## src/rtl/plic_arbiter.sv

```systemverilog
// Platform interrupt arbiter: per-source gateways (sync, edge detect, pending),
// priority/threshold arbitration and a committed offer/claim/complete handshake.
module plic_arbiter #(
  parameter int NUM_SRC = 16,
  parameter int PRIO_W  = 3
) (
  input  logic               clk,
  input  logic               rst_n,
  input  logic [NUM_SRC-1:0] irq_i,
  output logic               ex_trap_valid_o,
  output logic [4:0]         ex_trap_id_o,
  input  logic               ex_trap_ready_i,
  input  logic               ex_trap_cplet_i,
  input  logic               cfg_we_i,
  input  logic [7:0]         cfg_addr_i,
  input  logic [31:0]        cfg_wdata_i,
  output logic [31:0]        cfg_rdata_o
);

  typedef enum logic [1:0] {ST_IDLE, ST_OFFER, ST_BUSY} state_t;

  localparam logic [7:0] ADDR_ENABLE    = 8'h00;
  localparam logic [7:0] ADDR_THRESHOLD = 8'h04;
  localparam logic [7:0] ADDR_PENDING   = 8'h08;
  localparam logic [7:0] ADDR_INSERVICE = 8'h0C;

  state_t              r_state, w_state_nxt;
  logic                r_valid, w_valid_nxt;
  logic [4:0]          r_id, w_id_nxt;
  logic [NUM_SRC-1:0]  r_sync1, r_sync2, r_irq_prev;
  logic [NUM_SRC-1:0]  r_pending, r_enable;
  logic [PRIO_W-1:0]   r_threshold;
  logic [PRIO_W-1:0]   r_prio [NUM_SRC];

  logic [NUM_SRC-1:0]  w_edge, w_claim_mask, w_clear_mask;
  logic                w_any;
  logic [4:0]          w_win_id;
  logic [PRIO_W-1:0]   w_win_prio;
  logic                w_prio_sel;
  logic [3:0]          w_prio_idx;
  logic                w_unused;

  assign w_unused = ^{cfg_wdata_i, cfg_addr_i};

  // The source named by r_id is claimed in OFFER and BUSY; its edges are dropped.
  assign w_edge       = r_sync2 & ~r_irq_prev;
  assign w_claim_mask = (r_state != ST_IDLE) ? (NUM_SRC'(1) << r_id) : '0;
  assign w_clear_mask = (r_state == ST_OFFER && ex_trap_ready_i) ? w_claim_mask : '0;

  always_ff @(posedge clk or negedge rst_n) begin
    if (!rst_n) begin
      r_sync1    <= '0;
      r_sync2    <= '0;
      r_irq_prev <= '0;
      r_pending  <= '0;
    end else begin
      // NOTE: sequential state uses non-blocking assignments so every flop
      // samples pre-edge values regardless of statement order.
      r_sync1    <= irq_i;
      r_sync2    <= r_sync1;
      r_irq_prev <= r_sync2;
      r_pending  <= (r_pending | (w_edge & ~w_claim_mask)) & ~w_clear_mask;
    end
  end

  // Ascending scan with strict '>' keeps the lowest ID on equal priority.
  always_comb begin
    // NOTE: every combinational output is defaulted first so no path infers a latch.
    w_any      = 1'b0;
    w_win_id   = '0;
    w_win_prio = '0;
    for (int i = 0; i < NUM_SRC; i++) begin
      if (r_pending[i] && r_enable[i] && (r_prio[i] > r_threshold) &&
          (!w_any || (r_prio[i] > w_win_prio))) begin
        w_any      = 1'b1;
        w_win_id   = 5'(i);
        w_win_prio = r_prio[i];
      end
    end
  end

  always_ff @(posedge clk or negedge rst_n) begin
    if (!rst_n) begin
      r_state <= ST_IDLE;
      r_valid <= 1'b0;
      r_id    <= '0;
    end else begin
      r_state <= w_state_nxt;
      r_valid <= w_valid_nxt;
      r_id    <= w_id_nxt;
    end
  end

  always_comb begin
    w_state_nxt = r_state;
    w_valid_nxt = r_valid;
    w_id_nxt    = r_id;
    case (r_state)
      ST_IDLE: begin
        if (w_any) begin
          w_state_nxt = ST_OFFER;
          w_valid_nxt = 1'b1;
          w_id_nxt    = w_win_id;
        end
      end
      ST_OFFER: begin
        if (ex_trap_ready_i) begin
          w_state_nxt = ST_BUSY;
          w_valid_nxt = 1'b0;
        end
      end
      ST_BUSY: begin
        if (ex_trap_cplet_i) begin
          w_state_nxt = ST_IDLE;
        end
      end
      default: begin
        w_state_nxt = ST_IDLE;
        w_valid_nxt = 1'b0;
      end
    endcase
  end

  assign ex_trap_valid_o = r_valid;
  assign ex_trap_id_o    = r_id;

  assign w_prio_idx = cfg_addr_i[5:2];
  assign w_prio_sel = (cfg_addr_i[7:6] == 2'b01) && (cfg_addr_i[1:0] == 2'b00) &&
                      ({28'd0, w_prio_idx} < 32'(NUM_SRC));

  always_ff @(posedge clk or negedge rst_n) begin
    if (!rst_n) begin
      r_enable    <= '0;
      r_threshold <= '0;
      // NOTE: the priority array is a small register file that must read 0
      // after reset, so every entry is reset explicitly rather than left as RAM.
      for (int i = 0; i < NUM_SRC; i++) r_prio[i] <= '0;
    end else if (cfg_we_i) begin
      if (cfg_addr_i == ADDR_ENABLE)    r_enable    <= cfg_wdata_i[NUM_SRC-1:0];
      if (cfg_addr_i == ADDR_THRESHOLD) r_threshold <= cfg_wdata_i[PRIO_W-1:0];
      for (int i = 0; i < NUM_SRC; i++) begin
        if (w_prio_sel && (w_prio_idx == 4'(i))) r_prio[i] <= cfg_wdata_i[PRIO_W-1:0];
      end
    end
  end

  always_comb begin
    cfg_rdata_o = '0;
    case (cfg_addr_i)
      ADDR_ENABLE:    cfg_rdata_o[NUM_SRC-1:0] = r_enable;
      ADDR_THRESHOLD: cfg_rdata_o[PRIO_W-1:0]  = r_threshold;
      ADDR_PENDING:   cfg_rdata_o[NUM_SRC-1:0] = r_pending;
      ADDR_INSERVICE: begin
        cfg_rdata_o[0]   = (r_state == ST_BUSY);
        cfg_rdata_o[8:4] = (r_state == ST_BUSY) ? r_id : 5'd0;
      end
      default: begin
        if (w_prio_sel) cfg_rdata_o[PRIO_W-1:0] = r_prio[w_prio_idx];
      end
    endcase
  end

endmodule

```

## config.mk

```make
export PLATFORM = sky130hd
export DESIGN_NAME = plic_arbiter
export DESIGN_NICKNAME = d
export VERILOG_FILES = /design/src/rtl/plic_arbiter.sv
export SDC_FILE = /design/constraint.sdc
export NUM_CORES = 1
export LEC_CHECK = 0
export ABC_AREA = 1
export CORE_ASPECT_RATIO = 1.75
export CORE_MARGIN = 2
export CORE_UTILIZATION = 55
export CTS_BUF_LIST = sky130_fd_sc_hd__clkbuf_4
export CTS_CLUSTER_DIAMETER = 60
export CTS_CLUSTER_SIZE = 20
export DETAILED_ROUTE_END_ITERATION = 7
export PLACE_DENSITY = 0.88
export SYNTH_ARGS = -nofsm -noshare
export SYNTH_HDL_FRONTEND = slang
export SYNTH_SLANG_ARGS = --single-unit
```

## constraint.sdc

```tcl
create_clock -name clk -period 50 [get_ports clk]
set_input_delay 10 -clock clk [delete_from_list [all_inputs] [get_ports clk]]
set_output_delay 10 -clock clk [all_outputs]
set_load 0.005 [all_outputs]
```

Word level (Yosys, flattened, before mapping) --
Index checks and enable logic that the tools add are counted.
Word-level totals: output and inout bits 38, flip-flop bits (word level) 139
Cells by class: bitwise gates (word level) 9, reduce and logical (&&, ||, !) cells 121, shift-type cells 1, order comparisons 32, mux-type cells 65, eq/ne operators 24
Operator list (number):
- > comparator 3 bit | 31
- 2-to-1 mux 5 bit | 15
- logical AND 1 bit | 65
- 2-to-1 mux 3 bit | 18
- AND 16 bit | 3
- NOT 16 bit | 3
- AND reduction 2 bit | 19
- == test 4 bit, second input constant | 8
- 2-to-1 mux 16 bit | 2
- 2-to-1 mux 1 bit | 19
- == test 4 x 3 -> 1 bit, second input constant | 4
- == test 8 x 4 -> 1 bit, second input constant | 2
- OR 16 bit | 1
- << shifter 1 x 5 -> 16 bit, first input constant | 1
- logical NOT 1 bit | 15
- logical OR 1 bit | 15
- one-hot mux 5 bit (3 select lines) | 1
- one-hot mux 7 bit (2 select lines) | 1
- binary-select mux 3 bit (select 4 bit) | 1
- == test 4 x 2 -> 1 bit, second input constant | 2
- == test 8 x 3 -> 1 bit, second input constant | 1
- logical NOT 8 bit | 1
- one-hot mux 2 bit (4 select lines) | 1
- 2-to-1 mux 2 bit | 3
- 15 further kinds | 20

Logic depth before layout (Yosys ltp) --
word-level depth 65, mapped depth 146, mapped depth without buffers 146

Worst setup path before layout --
OpenSTA, ideal clock, no wires.
path type input to output, start in cfg_addr_i[2], end out cfg_rdata_o[4], arrival 11403 ps, cell stages on the path 7, data required time 40000 ps, slack 28597 ps, cells stage by stage clkbuf_1 nor2_1 inv_1 nor2_1 clkbuf_1 nand2_1 o211ai_1
Between the ends: word-level cells in the longest chain between the ends 2, elaborated cells on any way between the ends 4, classes of those cells eq/ne: 2; mux: 1; reduce/logical: 1
Ends and longest elaborated chain:
- from (decl) | line 15 | input logic [7:0] cfg_addr_i,
- == test 8 x 4 -> 1 bit or logical NOT 8 bit (tied branches) | line 149 | case (cfg_addr_i)
- one-hot mux 5 bit (3 select lines) (*) | line 149
- to (decl) | line 17 | output logic [31:0] cfg_rdata_o
Every way passes the cells marked *; elsewhere a longest branch is shown, timed or not.

Worst setup path in the final report --
start in cfg_addr_i[3], end out cfg_rdata_o[2]
Between the ends: word-level cells in the longest chain between the ends 6, elaborated cells on any way between the ends 10, classes of those cells eq/ne: 3; mux: 5; bitwise: 1; reduce/logical: 1
Ends and longest elaborated chain:
- NOT 4 -> 5 bit (implied by the code) | line 158 | if (w_prio_sel) cfg_rdata_o[PRIO_W-1:0] = r_prio[w_prio_idx];
- binary-select mux 3 bit (select 4 bit) | line 158
- 2-to-1 mux 3 bit (implied by the code) (2 in a row) | line 158
- 2-to-1 mux 3 bit | line 158
- one-hot mux 2 bit (4 select lines) (*) | line 149
Every way passes the cells marked *; elsewhere a longest branch is shown, timed or not. The select of a mux whose other input is x is not followed.

==> impl_metrics.env <==
export IMPL_status="finished, final reports clean"
export IMPL_finalCriticalPeriod_ns=23.35
export IMPL_syn_avg_cell_area_sq_um=8.108
export IMPL_wl_met1_um=8171
export IMPL_cp_max_fo=10
export IMPL_ff2ff_setup_slack_ns=31.22
export IMPL_cts_buffers=17
export IMPL_start_util_pct=55.75
export IMPL_critPathCapture="cfg_rdata_o[2]"
export IMPL_vias=7980
export IMPL_num_rows=60
export IMPL_fill_cells=1290
export IMPL_drtIter0Drc=633
export IMPL_firstDrtPassIters=6
export IMPL_tightest_slew_ns=1.036
export IMPL_crit_required_ns=40.00
export IMPL_cts_clk_slew_worst_paths_ns=0.15
export IMPL_core_area_sq_um=15310
export IMPL_crit_type="in -> out"
export IMPL_max_cap_violations=0
export IMPL_peakVddDrop_mv=0.03086
export IMPL_fin_nets=1280
export IMPL_grtUsageTotal_pct=29.89
export IMPL_grt_overflow_total=0
export IMPL_fin_setup_tns_ns=0
export IMPL_grt_pass1_wl_um=38610
export IMPL_hpwlAfterDp_um=18290
export IMPL_timing_rr_end="ex_trap_id_o[2]$_DFFE_PN0P_"
export IMPL_clockBufferDepth=2
export IMPL_power_leakage_nw=4.872
export IMPL_max_slew_margin_rel_pct=30.79
export IMPL_ys_ff_latch=138
export IMPL_critPathLaunchType="primary input"
export IMPL_syn_to_final_growth_pct=13.09
export IMPL_syn_cell_area_sq_um=8538
export IMPL_post_cts_buffers=0
export IMPL_ioPinCount=99
export IMPL_tritoncts="yes"
export IMPL_die_y_um=168.8
export IMPL_cts_resized=0
export IMPL_setup_violations=0
export IMPL_cp_startpoint="cfg_addr_i[3]"
export IMPL_grt_start_max_net_pins=78
export IMPL_cts_sinks=138
export IMPL_end_kind="output pin"
export IMPL_ctsHoldBuffers=0
export IMPL_die_area_sq_um=16580
export IMPL_clkLatencyLatePin_ns=0.56
export IMPL_port_buffers=65
export IMPL_htreeDepth=4
export IMPL_dieWidth_um=98.19
export IMPL_worst_r2r_cell_count=137
export IMPL_cts_root_buf="clkbuf_4"
export IMPL_dr_wl_met2_um=12690
export IMPL_drc=0
export IMPL_netlist_instances=1053
export IMPL_ys_warn_count=0
export IMPL_yosysUniqueCellTypes=43
export IMPL_rr_startpoint="r_prio[47]$_DFFE_PN0P_"
export IMPL_gp_congestion=0.9469
export IMPL_drive_gt1_share_pct=8.028
export IMPL_wl_um=24060
export IMPL_cp_arrival_ns=13.35
export IMPL_skew_ns=0.02963
export IMPL_wl_met3_um=1628
export IMPL_drtAntennaViolNets=0
export IMPL_highest_layer="met4"
export IMPL_seq_area_frac_synth_pct=40.45
export IMPL_finalHoldViolations=0
export IMPL_powerDensity_nw_per_um2=30.05
export IMPL_grt_pass1_vias=7979
export IMPL_via_per_inst=5.986
export IMPL_antenna_found_initial=1
export IMPL_hold_path_class="reg -> reg"
export IMPL_wl_per_cell_um=18.05
export IMPL_rsz0062_at_grt="false"
export IMPL_maxSlewViolCount=0
export IMPL_fin_crit_sh_pct=46.71
export IMPL_power_total_mw=0.2901
export IMPL_fmax_ghz=0.04282
cell usage in the layout, fill, tap and decap left out, types with 3 or more instances in the layout:
master             n
nand2_1          264
dfrtp_1          138
o21ai_0          126
inv_1            112
ha_1              86
clkdlybuf4s50_1   64
nand3_1           59
nor2_1            57
a21oi_1           38
conb_1            17
clkbuf_4          17
nand2_2           13
a31oi_1           12
nand2_4           11
mux2_2            11
nor3_1            10
nand4_1            9
nand3_2            8
o22ai_1            8
a22oi_1            8
inv_6              7
buf_4              7
o21ai_1            6
a211oi_1           5
o211ai_1           5
a22o_1             5
and2_1             5
clkinv_1           3
a311oi_1           3
o221ai_1           3
inv_8              3
how the worst min path moves through the flow:
| stage | start | endpoint | slack (ns) | depth (start not counted) |
|---|---|---|---|---|
| finish | r_sync1[3]$_DFF_PN0_ | r_sync2[3]$_DFF_PN0_ | 0.35 | 0 |
| global route | r_sync1[3]$_DFF_PN0_ | r_sync2[3]$_DFF_PN0_ | 0.36 | 0 |
| CTS | r_sync1[3]$_DFF_PN0_ | r_sync2[3]$_DFF_PN0_ | 0.36 | 0 |
| detailed placement | r_sync1[0]$_DFF_PN0_ | r_sync2[0]$_DFF_PN0_ | 0.33 | 0 |
| global placement | r_sync1[1]$_DFF_PN0_ | r_sync2[1]$_DFF_PN0_ | 0.33 | 0 |
| floorplan | r_sync1[0]$_DFF_PN0_ | r_sync2[0]$_DFF_PN0_ | 0.33 | 0 |
area by class of cell:
type / instances / area, sq um / share of cell area (%)
timing repair buffer: 72 / 704.4 / 7.296
tap: 186 / 232.7 / 2.410
sequential: 138 / 3453 / 35.77
clock inverter: 15 / 155.1 / 1.607
multi-input combinational: 789 / 4548 / 47.10
inverter: 115 / 431.7 / 4.471
clock buffer: 17 / 127.6 / 1.322
antenna: 1 / 2.502 / 0.02592
worst max-delay path, stage by stage:
cell	delay, ns
clkdlybuf4s50_1	0.72
inv_1	0.10
nand2_1	0.24
clkinv_1	0.43
a22oi_1	0.32
o211ai_1	0.19
a22o_1	0.25
o21ai_0	0.31
o2111ai_1	0.26
clkdlybuf4s50_1	0.51
logic make-up after synthesis:
kind of cell,count (synthesis),share of synthesized area (%)
and+or+nand+nor,444,23.14
AOI/OAI and AO/OA,231,15.33
other,1,0.04392
buffers and inverters,142,6.990
muxes,11,1.451
DFF,138,40.45
adders and majority gates,86,12.60
synthesized netlist by cell type (all sizes together):
cell | instances | area (sq um)
nand2 | 288 | 1196
dfrtp | 138 | 3453
o21ai | 134 | 678.2
inv | 112 | 420.4
ha | 86 | 1076
nand3 | 67 | 375.4
nor2 | 59 | 226.5
a21oi | 39 | 198.9
buf | 17 | 127.6
a31oi | 12 | 75.07
mux2 | 11 | 123.9
clkbuf | 10 | 37.54
nor3 | 10 | 50.05
nand4 | 9 | 56.30
a22oi | 8 | 60.06
o22ai | 8 | 50.05
a211oi | 5 | 37.54
a22o | 5 | 43.79
and2 | 5 | 31.28
o211ai | 5 | 37.54
a311oi | 3 | 26.28
clkinv | 3 | 11.26
o221ai | 3 | 26.28
or2 | 3 | 18.77
a21o | 2 | 16.27
nand3b | 2 | 15.01
o2111ai | 2 | 17.52
a21boi | 1 | 7.510
a32oi | 1 | 8.760
conb | 1 | 3.750
nor4 | 1 | 6.260
o21a | 1 | 7.510
o22a | 1 | 10.01
o31ai | 1 | 7.510
per-layer routing:
layer	vias to the layer above	GRT usage (%)
met2	390	54.50
met1	3773	30.43
met5	-	0
li1	3699	-
met4	0	20.43
met3	118	5.533
registers in the layout, indices dropped and copies added, names as in the netlist, 2 cells and up:
name / count
r_sync2: 16
r_pending: 16
r_state: 2
r_threshold: 3
r_prio: 48
r_enable: 16
ex_trap_id_o: 4
r_irq_prev: 16
r_sync1: 16
metrics by stage:
step	hold slack, ns	util (%)	cell area (sq um)	cells	setup slack (ns)
3_5_place_dp	0.3347	61.18	9370	1300	26.88
6_report	0.3513	63.05	9656	1333	26.65
2_1_floorplan	0.3312	-	8598	1069	28.60
3_3_place_gp	0.3314	61.18	9370	1300	26.76
5_1_grt	0.3623	63.05	9656	1333	26.67
4_1_cts	0.3601	63.03	9653	1332	26.86
power breakdown:
group	total, mW	switching, mW	internal, mW	leakage, nW
Combinational	0.0867	0.0546	0.0321	3.02
Sequential	0.129	0.00931	0.120	1.70
Clock	0.0742	0.0474	0.0268	0.155
Total	0.290	0.111	0.179	4.87
Note: power is estimated with default switching activity, not from simulation.
